### config.mk
export PLATFORM = sky130hd
export DESIGN_NAME = ov5640_power_seq
export DESIGN_NICKNAME = d
export VERILOG_FILES = /design/src/rtl/ov5640_power_seq.sv
export SDC_FILE = /design/constraint.sdc
export NUM_CORES = 1
export LEC_CHECK = 0
export BUFFER_PORTS_ARGS = -buffer_cell sky130_fd_sc_hd__buf_2
export CAP_MARGIN = 30
export CORE_ASPECT_RATIO = 1.25
export CORE_MARGIN = 2
export CORE_UTILIZATION = 45
export CTS_CLUSTER_DIAMETER = 30
export DETAILED_ROUTE_END_ITERATION = 10
export PLACE_DENSITY = 0.71
export SLEW_MARGIN = 20
export SYNTH_ARGS = -nofsm -noshare
export SYNTH_HDL_FRONTEND = slang
export SYNTH_SLANG_ARGS = --single-unit
### constraint.sdc
create_clock -name sys_clk -period 2.55 [get_ports sys_clk]
set_input_delay 0.3825 -clock sys_clk [delete_from_list [all_inputs] [get_ports sys_clk]]
set_output_delay 0.3825 -clock sys_clk [all_outputs]
set_load 0.03 [all_outputs]
### src/rtl/ov5640_power_seq.sv
// OV5640 power-up sequencer: PWDN hold, RESETB hold, boot wait, SCCB config, frame skip, then capture gating.
// Latency: outputs registered with state; sw_1/vsync pass a 2-flop sync (+1 edge-detect stage for vsync).
// Backpressure: none; synced sw_1=0 forces OFF next clock from any state, cfg timeout parks in FAULT until sw_1 drops.
module ov5640_power_seq #(
    parameter int unsigned CNT_PWDN    = 150000,
    parameter int unsigned CNT_RST     = 50000,
    parameter int unsigned CNT_BOOT    = 525000,
    parameter int unsigned CFG_TIMEOUT = 25000000,
    parameter int unsigned FRAME_SKIP  = 10
) (
    input  logic       sys_clk,
    input  logic       sys_rst_n,
    input  logic       sw_1,
    input  logic       sdram_init_done,
    input  logic       cfg_done,
    input  logic       ov5640_vsync,
    output logic       ov5640_pwdn,
    output logic       ov5640_rst_n,
    output logic       cfg_start,
    output logic       capture_en,
    output logic       sys_init_done,
    output logic       cfg_fault,
    output logic [2:0] seq_state
);

    typedef enum logic [2:0] {
        S_OFF   = 3'd0,
        S_PWDN  = 3'd1,
        S_RST   = 3'd2,
        S_BOOT  = 3'd3,
        S_CFG   = 3'd4,
        S_SKIP  = 3'd5,
        S_RUN   = 3'd6,
        S_FAULT = 3'd7
    } state_t;

    // Counter reload values: a state lasting N clocks starts at N-1 and exits on 0.
    localparam logic [24:0] LD_PWDN = 25'(CNT_PWDN - 1);
    localparam logic [24:0] LD_RST  = 25'(CNT_RST - 1);
    localparam logic [24:0] LD_BOOT = 25'(CNT_BOOT - 1);
    localparam logic [24:0] LD_CFG  = 25'(CFG_TIMEOUT - 1);
    localparam logic [7:0]  FS_LAST = 8'(FRAME_SKIP - 1);
    localparam bit          FS_NONE = (FRAME_SKIP == 0);

    state_t      state, nxt;
    logic [24:0] cnt, cnt_nxt;
    logic [7:0]  fcnt, fcnt_nxt;
    logic        sw_meta, sw_sync;
    logic        vs_meta, vs_sync, vs_prev;
    logic        vs_rise;
    logic        entering;
    logic        pwdn_nxt, rst_n_nxt, cfg_start_nxt, capture_nxt, init_nxt, fault_nxt;

    assign vs_rise   = vs_sync & ~vs_prev;
    assign seq_state = state;

    // Two-flop synchronisers for the switch and the pclk-domain vsync, plus vsync history for edge detection.
    always_ff @(posedge sys_clk or negedge sys_rst_n) begin
        if (!sys_rst_n) begin
            sw_meta <= 1'b0;
            sw_sync <= 1'b0;
            vs_meta <= 1'b0;
            vs_sync <= 1'b0;
            vs_prev <= 1'b0;
        end else begin
            sw_meta <= sw_1;
            sw_sync <= sw_meta;
            vs_meta <= ov5640_vsync;
            vs_sync <= vs_meta;
            vs_prev <= vs_sync;
        end
    end

    // Next state, counter updates and next output values; outputs are derived from the next state so they align with it.
    always_comb begin
        nxt           = state;
        cnt_nxt       = cnt;
        fcnt_nxt      = fcnt;
        fault_nxt     = cfg_fault;
        entering      = 1'b0;
        pwdn_nxt      = 1'b1;
        rst_n_nxt     = 1'b0;
        cfg_start_nxt = 1'b0;
        capture_nxt   = 1'b0;
        init_nxt      = 1'b0;

        case (state)
            S_OFF:   if (sw_sync) nxt = S_PWDN;
            S_PWDN:  if (cnt == '0) nxt = S_RST;
            S_RST:   if (cnt == '0) nxt = S_BOOT;
            S_BOOT:  if (cnt == '0) nxt = S_CFG;
            // cfg_done takes priority over the timeout expiring in the same cycle.
            S_CFG:   if (cfg_done) nxt = S_SKIP;
                     else if (cnt == '0) nxt = S_FAULT;
            S_SKIP:  if (FS_NONE || (vs_rise && fcnt == FS_LAST)) nxt = S_RUN;
            S_RUN:   nxt = S_RUN;
            S_FAULT: nxt = S_FAULT;
            default: nxt = S_OFF;
        endcase

        // Power request withdrawn: everything collapses to OFF, which also drops a pending cfg_start.
        if (!sw_sync) nxt = S_OFF;

        entering = (nxt != state);

        if (entering) begin
            case (nxt)
                S_PWDN:  cnt_nxt = LD_PWDN;
                S_RST:   cnt_nxt = LD_RST;
                S_BOOT:  cnt_nxt = LD_BOOT;
                S_CFG:   cnt_nxt = LD_CFG;
                default: cnt_nxt = '0;
            endcase
        end else if (cnt != '0) begin
            cnt_nxt = cnt - 25'd1;
        end

        if (entering && nxt == S_SKIP) fcnt_nxt = '0;
        else if (state == S_SKIP && vs_rise) fcnt_nxt = fcnt + 8'd1;

        if (entering && nxt == S_PWDN) fault_nxt = 1'b0;
        else if (entering && nxt == S_FAULT) fault_nxt = 1'b1;

        pwdn_nxt      = (nxt == S_OFF) || (nxt == S_PWDN);
        rst_n_nxt     = !((nxt == S_OFF) || (nxt == S_PWDN) || (nxt == S_RST));
        cfg_start_nxt = entering && (nxt == S_CFG);
        // Capture opens only on a frame boundary inside RUN and then holds until RUN is left.
        capture_nxt   = (nxt == S_RUN) && (capture_en || (state == S_RUN && vs_rise));
        init_nxt      = capture_nxt && sdram_init_done;
    end

    // State, counters and registered outputs.
    always_ff @(posedge sys_clk or negedge sys_rst_n) begin
        if (!sys_rst_n) begin
            state         <= S_OFF;
            cnt           <= '0;
            fcnt          <= '0;
            ov5640_pwdn   <= 1'b1;
            ov5640_rst_n  <= 1'b0;
            cfg_start     <= 1'b0;
            capture_en    <= 1'b0;
            sys_init_done <= 1'b0;
            cfg_fault     <= 1'b0;
        end else begin
            state         <= nxt;
            cnt           <= cnt_nxt;
            fcnt          <= fcnt_nxt;
            ov5640_pwdn   <= pwdn_nxt;
            ov5640_rst_n  <= rst_n_nxt;
            cfg_start     <= cfg_start_nxt;
            capture_en    <= capture_nxt;
            sys_init_done <= init_nxt;
            cfg_fault     <= fault_nxt;
        end
    end

endmodule

==> results.yml <==
run_status:
  status: "finished, violations left"
  violations: "negative setup slack"
yosys:
  synthesis.nets: 304
  synthTopCellsByArea: "dfrtp_1, xnor2_1, xor2_1, nor2_1, a21oi_1"
  synth_area_um2: 2729
  synth.most_common_cell: "dfrtp_1"
  synth_top_area_frac: 0.4218
  synthTopCellsByCount: "dfrtp_1, nor2_1, a21oi_1, o21ai_0"
  yosys.area.top_type: "dfrtp_1"
  avgSynthCellArea_um2: 9.250
  synthCells: 295
  yosysSeqAreaShare: 0.4315
  synth_edf_count: 0
  synth_seq_cells: 47
  ys.flop_type: "dfrtp_1"
  synth_cell_types: 56
  yosysWarnings: 0
  async_reset_ff_frac: 1.000
routing:
  drt_iter0_drc: 297
  drc: 0
  wl_per_cell_um: 18.71
  drtPass1Iterations: 5
  vias: 2780
  ant_nets: 0
  routed_wl_mm: 8.643
  viasPerCell: 6.017
floorplanning:
  fp.coreArea_um2: 5818
  num_rows: 31
  floorplan.initialDensity: 0.4690
  die_h_um: 91.07
  dieWidth_um: 73.65
  io_pins: 15
  die-area_um2: 6707
sta:
  setup_viol: 38
  period_share: 1.115
  setup_slack_ns: -0.2926
  slew_viol_final: 0
  finalClockSkew_ns: 0.01459
  relSlewSlack: 0.4330
  finalHoldViolations: 0
  worstMarginPinSlew_ns: 0.8433
  rsz0062_at_grt: "yes"
  post-route-min-period_ns: 2.843
  max_freq_mhz: 351.8
setup_path:
  cp_cell_sequence: "or4_4 -> or4_4 -> nor3_4 -> and3_4 -> o21ai_4 -> inv_4 -> nand2b_4 -> nor4_4 -> buf_6 -> nor2_1 -> nor3_2"
  crit_path_end_kind: "flip-flop"
  cp.required_ns: 2.78
  cp_max_fo: 10
  cp_common_cell: "or4_4"
  crit_slowest_cell: "or4_4"
  crit_type: "reg -> reg"
  cp.arrival_ns: 3.08
  cpPeakStageDelay_ns: 0.55
  start_kind: "flip-flop"
power:
  power_density_nw_per_um2: 449.8
  p_leak_nw: 1.705
  vdd_drop_max_mv: 0.4409
run:
  drv_cap: 0
global_routing:
  grt_max_degree: 48
  grt_antenna_before_repair: 0
  grt_usage: 0.2488
  grt_pass1_wl_mm: 12.94
  grt_pass1_vias: 2652
  grt_remaining_overflow: 0
clocking:
  clk_pin_slew_ns: 0.10
  cts-root-buf: "clkbuf_8"
  clk_path_buf_depth: 2
  h-tree-depth: 2
  numCtsBuffers: 5
  cts_hold_buf: 0
  clk_latency_ns: 0.31
  tritoncts: "done"
  clock-sinks: 47
cells_and_area:
  nets: 404
  area_growth_pct: 43.79
  fillers: 436
  fin_cells: 462
  seqCellArea_um2: 1177
  drive_gt1_frac: 0.4091
  antenna_cells: 0
  multi_input_area_um2: 1748
hold_path:
  hp-class: "in -> async"
placed_design:
  numPortBuffers: 14
  dp_hpwl_mm: 5.677
  dp.cells: 431
  dp_slack_ns: -0.2423
  place.gp.congestion: 0.9590
[registers in the layout (all words and copies together) (netlist names)]
name / flops
vs_sync: 1
seq_state: 3
sw_sync: 1
fcnt: 8
capture_en: 1
ov5640_rst_n: 1
sys_init_done: 1
vs_prev: 1
ov5640_pwdn: 1
cfg_fault: 1
vs_meta: 1
sw_meta: 1
cnt: 25
cfg_start: 1
[per-layer routing]
layer | routed length [um] | GRT usage
met5 | 0 | 0
met4 | 400 | 0.1015
met3 | 547 | 0.04218
met2 | 4490 | 0.4085
met1 | 3205 | 0.3188
[cell usage in the layout (no fill, tap or decap), drive strengths merged, types with 2 or more instances in the layout]
master    n
o211ai    2
and3      5
o21ai    18
xor2     15
o22ai     6
dfrtp    46
inv       8
nor2     34
ha        3
o21bai    2
or4       4
nand2    15
o31ai     6
nor3     11
buf     102
nor2b     6
nand3b    3
o21a      2
nand2b    4
clkbuf    8
or2       2
nand4     6
and2      3
xnor2    15
a21oi    19
or3       3
nor4     15
a31oi     3
and4      2
o221a     2
nor3b     3
nand3     7
[final cells by class]
| type | instances | share of cell area |
|---|---|---|
| inverter | 8 | 0.008929 |
| clock buffer | 8 | 0.02551 |
| timing repair buffer | 102 | 0.1990 |
| tap | 66 | 0.02105 |
| multi-input combinational | 231 | 0.4455 |
| sequential | 47 | 0.3001 |
[worst paths after layout]
check	from	end	slack [ns]	cells past startpoint
min in group sys_clk	sw_1	sw_meta$_DFF_PN0_	0.19	1
hold reg to reg	sw_meta$_DFF_PN0_	sw_sync$_DFF_PN0_	0.35	0
setup reg to reg	cnt[17]$_DFFE_PN0P_	cnt[20]$_DFFE_PN0P_	-0.29	11
setup / recovery	cnt[17]$_DFFE_PN0P_	cnt[20]$_DFFE_PN0P_	-0.29	11
max in group asynchronous	sys_rst_n	cnt[16]$_DFFE_PN0P_	1.99	2
hold / removal	sys_rst_n	cnt[9]$_DFFE_PN0P_	0.16	2
[critical path: cells and delay by family, from the launching register on]
kind | cells | cell delay, ns
AO/OA/AOI/OAI | 1 | 0.08
flip-flops | 1 | 0.40
AND/OR/NAND/NOR | 8 | 2.00
buffers and inverters | 2 | 0.28
[logic make-up after synthesis]
| kind of cell | synth area share |
|---|---|
| AOI/OAI and AO/OA | 0.1710 |
| xor gates and xnor gates | 0.09629 |
| adders and majority gates | 0.01376 |
| buffers and inverters | 0.02384 |
| DFF | 0.4315 |
| and+or+nand+nor | 0.2636 |
[through the flow]
stage          setup TNS, ns  instance area (um^2)  total power (W)  hold slack [ns]  utilization
5_1_grt               -11.57                  3924         0.001846           0.1677       0.6744
3_5_place_dp          -4.937                  3343         0.001186           0.3364       0.5746
2_1_floorplan         -2.074                  2736         0.001025          0.08691            -
4_1_cts               -2.633                  3630         0.001718           0.1813       0.6239
3_3_place_gp          -4.211                  3343         0.001178           0.3330       0.5746
6_report              -7.321                  3924         0.001765           0.1563       0.6744
[power by group]
group | switching, W | internal [W]
registers | 0.0000464 | 0.000788
clock network | 0.000252 | 0.000248
logic | 0.000215 | 0.000216
total | 0.000513 | 0.00125
[timing repair]
| item | in CTS | in global routing |
|---|---|---|
| endpoints found under the setup margin | 37 | 37 |
| gates cloned | 0 | 1 |
| pin swaps | 11 | 12 |
| resized for setup | 28 | 44 |
| buffers inserted | 9 | 13 |
No activity file was read; power rests on OpenSTA's default activity.
